`src/rtl/uart_transmitter.sv`:
```
// 8N1 UART transmitter with a small input FIFO, driven by a one-tick-per-bit baud strobe.
// Define UART_TX_PARITY_EN to insert an even-parity bit between data bit 7 and the stop bit.
module uart_transmitter #(
  parameter int FIFO_DEPTH = 4
) (
  input  logic                          clk_in,
  input  logic                          rst,
  input  logic                          baud_rate_signal,
  input  logic [7:0]                    tx_data,
  input  logic                          tx_valid,
  output logic                          tx_ready,
  output logic                          uart_tx,
  output logic                          tx_busy,
  output logic [$clog2(FIFO_DEPTH):0]   fifo_count
);

  localparam int PW = $clog2(FIFO_DEPTH);
  localparam int CW = PW + 1;

`ifdef UART_TX_PARITY_EN
  typedef enum logic [2:0] {IDLE, START, DATA, PARITY, STOP} state_t;
`else
  typedef enum logic [2:0] {IDLE, START, DATA, STOP} state_t;
`endif

  state_t          state_q, state_d;
  logic [7:0]      shift_q, shift_d;
  logic [2:0]      bit_cnt_q, bit_cnt_d;
  logic            tx_q, tx_d;
  logic [7:0]      mem_q [FIFO_DEPTH];
  logic [PW-1:0]   wr_ptr_q, rd_ptr_q;
  logic [CW-1:0]   count_q, count_d;
  logic            push, pop, empty;
  logic [7:0]      head;
`ifdef UART_TX_PARITY_EN
  logic            par_q, par_d;
`endif

  assign tx_ready   = (count_q != CW'(FIFO_DEPTH));
  assign push       = tx_valid && tx_ready;
  assign empty      = (count_q == '0);
  assign head       = mem_q[rd_ptr_q];
  assign uart_tx    = tx_q;
  assign tx_busy    = (state_q != IDLE);
  assign fifo_count = count_q;

  always_comb begin
    count_d = count_q;
    case ({push, pop})
      2'b10:   count_d = count_q + CW'(1);
      2'b01:   count_d = count_q - CW'(1);
      default: count_d = count_q;
    endcase
  end

  // Every transition is qualified by the baud tick; the line register only moves on ticks.
  always_comb begin
    state_d   = state_q;
    shift_d   = shift_q;
    bit_cnt_d = bit_cnt_q;
    tx_d      = tx_q;
    pop       = 1'b0;
`ifdef UART_TX_PARITY_EN
    par_d     = par_q;
`endif
    case (state_q)
      IDLE: begin
        tx_d = 1'b1;
        if (baud_rate_signal && !empty) begin
          pop     = 1'b1;
          shift_d = head;
          tx_d    = 1'b0;
          state_d = START;
`ifdef UART_TX_PARITY_EN
          par_d   = ^head;
`endif
        end
      end
      START: begin
        if (baud_rate_signal) begin
          tx_d      = shift_q[0];
          bit_cnt_d = 3'd0;
          state_d   = DATA;
        end
      end
      DATA: begin
        if (baud_rate_signal) begin
          if (bit_cnt_q != 3'd7) begin
            shift_d   = {1'b0, shift_q[7:1]};
            tx_d      = shift_q[1];
            bit_cnt_d = bit_cnt_q + 3'd1;
          end else begin
`ifdef UART_TX_PARITY_EN
            tx_d    = par_q;
            state_d = PARITY;
`else
            tx_d    = 1'b1;
            state_d = STOP;
`endif
          end
        end
      end
`ifdef UART_TX_PARITY_EN
      PARITY: begin
        if (baud_rate_signal) begin
          tx_d    = 1'b1;
          state_d = STOP;
        end
      end
`endif
      STOP: begin
        if (baud_rate_signal) begin
          if (!empty) begin
            pop     = 1'b1;
            shift_d = head;
            tx_d    = 1'b0;
            state_d = START;
`ifdef UART_TX_PARITY_EN
            par_d   = ^head;
`endif
          end else begin
            tx_d    = 1'b1;
            state_d = IDLE;
          end
        end
      end
      default: begin
        tx_d    = 1'b1;
        state_d = IDLE;
      end
    endcase
  end

  always_ff @(posedge clk_in) begin
    if (rst) begin
      state_q   <= IDLE;
      tx_q      <= 1'b1;
      bit_cnt_q <= 3'd0;
      wr_ptr_q  <= '0;
      rd_ptr_q  <= '0;
      count_q   <= '0;
    end else begin
      state_q   <= state_d;
      tx_q      <= tx_d;
      bit_cnt_q <= bit_cnt_d;
      count_q   <= count_d;
      if (push) wr_ptr_q <= wr_ptr_q + PW'(1);
      if (pop)  rd_ptr_q <= rd_ptr_q + PW'(1);
    end
  end

  // Datapath storage carries no reset; it is only observed after a valid load.
  always_ff @(posedge clk_in) begin
    shift_q <= shift_d;
`ifdef UART_TX_PARITY_EN
    par_q   <= par_d;
`endif
    if (push) mem_q[wr_ptr_q] <= tx_data;
  end

endmodule

```
`config.mk`:
```
export PLATFORM = sky130hd
export DESIGN_NAME = uart_transmitter
export DESIGN_NICKNAME = d
export VERILOG_FILES = /design/src/rtl/uart_transmitter.sv
export SDC_FILE = /design/constraint.sdc
export NUM_CORES = 1
export LEC_CHECK = 0
export ABC_AREA = 1
export BUFFER_PORTS_ARGS = -buffer_cell sky130_fd_sc_hd__buf_2
export CORE_MARGIN = 1
export CORE_UTILIZATION = 50
export DETAILED_ROUTE_END_ITERATION = 6
export GPL_ROUTABILITY_DRIVEN = 0
export PLACE_DENSITY = 0.68
export RECOVER_POWER = 100
export SKIP_LAST_GASP = 1
export SLEW_MARGIN = 5
export SYNTH_ARGS = -nofsm -noshare
export SYNTH_HDL_FRONTEND = slang
export SYNTH_SLANG_ARGS = --single-unit
```
`constraint.sdc`:
```
create_clock -name clk_in -period 2.7 [get_ports clk_in]
set_input_delay 0.27 -clock clk_in [delete_from_list [all_inputs] [get_ports clk_in]]
set_output_delay 0.27 -clock clk_in [all_outputs]
set_load 0.02 [all_outputs]
```
==> run_results.csv <==
group,metric,value,unit
status,status,"finished clean",
global_route,antenna_found_initial,0,
floorplanning,core_area,4750,um^2
synthesis,ys_ff_latch,55,
pwr,swShare,37.7,%
final_layout,antenna_cells,0,
synthesis,avgSynthCellArea,10.3,um^2
final_layout,fill_cells,447,
global_route,grt_overflow_total,0,
floorplanning,dieArea,5250,um^2
synthesis,yosysUniqueCellTypes,23,
final_layout,layout-drive-gt1-share,7.20,%
routing,dr.first_iter.drc_count,75,
worst_hold_path,hold_path_class,"in -> reg",
routing,via_count,1626,
clock_network,cts.sinks,55,
clock_network,htree_levels,2,
synthesis,synth_fp_nets,266,
floorplanning,num_rows,25,
worst_setup_path,slowest_stage,"dfxtp_1",
pwr,internal_power,1.60,mW
sta,slew_headroom,43.6,%
worst_setup_path,crit_start,"state_q[0]",
routing,wl,4110,um
floorplanning,die_height,72.4,um
pwr,total_power,2.57,mW
synthesis,syn_area,2480,um^2
place,dp_slack,0.546,ns
pwr,seqPwrFrac,46.9,%
sta,slew_viol_final,0,
global_route,grtUsageTotal,18.1,%
floorplanning,start_util,52.2,%
pwr,power.density_cell_area,965,nW/um^2
sta,tns,0,ns
sta,finalSetupViolCount,0,
synthesis,ys.flop_type,"edfxtp_1",
worst_setup_path,crit_top_cell,"inv_1",
routing,wire_per_inst,12.4,um
worst_setup_path,setup.worst_path.start_class,"flop",
final_layout,final_util,56.0,%
worst_setup_path,crit_path_cell_trace,"inv_1 -> ha_1 -> inv_1 -> nand3_1 -> inv_1 -> ha_1 -> inv_1 -> fa_1 -> a21oi_1 -> o21ai_0 -> nand2_1 -> nand2_1 -> nor2_1",
synthesis,synth_commonest_cells,"45 x nor2_1, 40 x edfxtp_1, 29 x nand2_1",
worst_setup_path,cp_data_required_time,2.95,ns
clock_network,clock_latency,0.31,ns
place,dp_hpwl,2840,um
final_layout,finalNonFillerCells,331,
pwr,clockPowerShare,17.9,%
synthesis,ys_async_sr_fraction,0,%
pwr,cellLeakagePower,1.04,nW
place,placedCellCount,323,
clock_network,cts_resized,0,
synthesis,synth_area_leader_cell,"edfxtp_1",
sta,worst_slack,0.516,ns
worst_setup_path,critical_path_arrival,2.44,ns
synthesis,yosysTopAreaCellShare,48.4,%
pwr,switchingPower,0.968,mW
sta,rsz0062_at_grt,"false",
synthesis,yosysSeqAreaShare,60.5,%
routing,avgViaCountPerCell,4.91,
pwr,comb_power_share,35.2,%
synthesis,synthCells,241,
global_route,grt_max_degree,19,
place,port_buffers,17,
routing,drcViolationCount,0,
clock_network,cts_setup_buffers,0,
clock_network,numCtsBuffers,5,
worst_setup_path,path_buf_inv,4,
job,cap_viol_max_count,0,
final_layout,nets,288,
clock_network,clk_path_buf_depth,2,
pwr,peakVddDrop,466,uV
clock_network,clkTransAtPathRegs,0.10,ns
sta,fmax,0.458,GHz
routing,first_pass_iters,4,
clock_network,clockRootBuffer,"clkbuf_8",
worst_setup_path,slowest_delay,0.41,ns
clock_network,hold_buffers,0,
global_route,grt_first_pass_wirelength,7070,um
sta,clock_skew,0.00735,ns
synthesis,synth_area_leaders,"edfxtp_1 48%, dfxtp_1 12%, nor2_1 6.8%, ha_1 6.1%, nand2_1 4.4%",
final_layout,area_growth,7.42,%
worst_setup_path,critical_path.top_delay_family,"adder cells",
synthesis,yosys_warnings,0,
synthesis,synth_edf_count,40,
sta,hold_viol,0,
sta,worst_slew_pin_slew,0.842,ns
clock_network,cts_tree,"done",
floorplanning,chipWidth,72.4,um
synthesis,yosysMostFrequentCell,"nor2_1",
routing,ant_nets,0,
floorplanning,io_pins,18,
sta,fin_crit,2.18,ns
worst_hold_path,hp-start,"rst",
sta,finalCritPeriodShare,80.9,%
worst_setup_path,worstReg2RegStart,"state_q[0]",
worst_setup_path,crit_fanout,5,
worst_setup_path,cp-end-kind,"flop",
global_route,grt_pass1_vias,1575,
worst_setup_path,path_class,"reg -> reg",
registers in the layout, summed over array words and instances (netlist names), named ones only:
| name | cells |
|---|---|
| mem_q | 32 |
| shift_q | 8 |
| bit_cnt_q | 3 |
| rd_ptr_q | 2 |
| wr_ptr_q | 2 |
| state_q | 2 |
| fifo_count | 3 |
| uart_tx | 1 |
kinds of logic after synthesis:
family                     after synthesis  share of synthesized area, %
AOI/OAI and AO/OA                       43                          9.08
adders and majority gates               13                          6.86
DFF                                     55                          60.5
and+or+nand+nor                         94                          17.1
buffers and inverters                   36                          6.46
final timing paths:
check	end	slack, ns	depth (start not counted)
setup / recovery	fifo_count[2]	0.52	13
hold reg to reg	bit_cnt_q[0]	0.47	1
hold / removal	bit_cnt_q[1]	0.14	2
setup reg to reg	fifo_count[2]	0.52	13
metal layers:
metal / up-vias / global-route usage (%) / routed length [um]
met1: 742 / 22.4 / 1920
met5: - / 0 / 0
met3: 6 / 4.58 / 156
met4: 0 / 6.32 / 56
met2: 31 / 30.8 / 1980
li1: 847 / - / -
through the flow:
stage / cell area [um^2] / hold slack [ns]
finish: 2660 / 0.141
global route: 2660 / 0.134
CTS: 2720 / 0.126
detailed placement: 2630 / 0.455
global placement: 2630 / 0.450
floorplan: 2480 / 0.339
layout make-up:
class | count | area [um^2] | area share (%)
clock inverters | 3 | 23.8 | 0.892
inverters | 30 | 113 | 4.23
repair buffers | 21 | 86.3 | 3.24
flip-flops and latches | 55 | 1500 | 56.4
clock buffers | 5 | 68.8 | 2.58
well taps | 67 | 83.8 | 3.15
multi-input cells | 150 | 787 | 29.5
placed cells by master, fill, tap and decap left out:
master,Yosys,final
nor2_1,45,46
edfxtp_1,40,40
nand2_1,29,30
inv_1,22,26
clkbuf_1,0,17
dfxtp_1,15,15
o21ai_0,13,14
a21oi_1,14,14
ha_1,12,12
nand3_1,9,11
o21ai_1,9,8
a31oi_1,6,6
clkbuf_8,0,5
inv_2,8,4
nand4_1,3,3
buf_2,2,3
clkinvlp_4,0,2
nand3_2,3,1
a211oi_1,1,1
nor3_1,0,1
nor2_4,2,1
nor2_2,1,1
fa_1,1,1
inv_6,0,1
buf_4,2,1
power by group through the flow:
stage | registers [mW] | clock network (mW) | logic [mW]
after detailed placement | 1.23 | 0 | 0.972
after global placement | 1.22 | 0 | 0.969
after floorplan | 1.24 | 0 | 0.737
after CTS | 1.21 | 0.471 | 0.978
after global routing | 1.23 | 0.504 | 1.05
final | 1.21 | 0.460 | 0.904
Power figures use the tool's default switching activity.
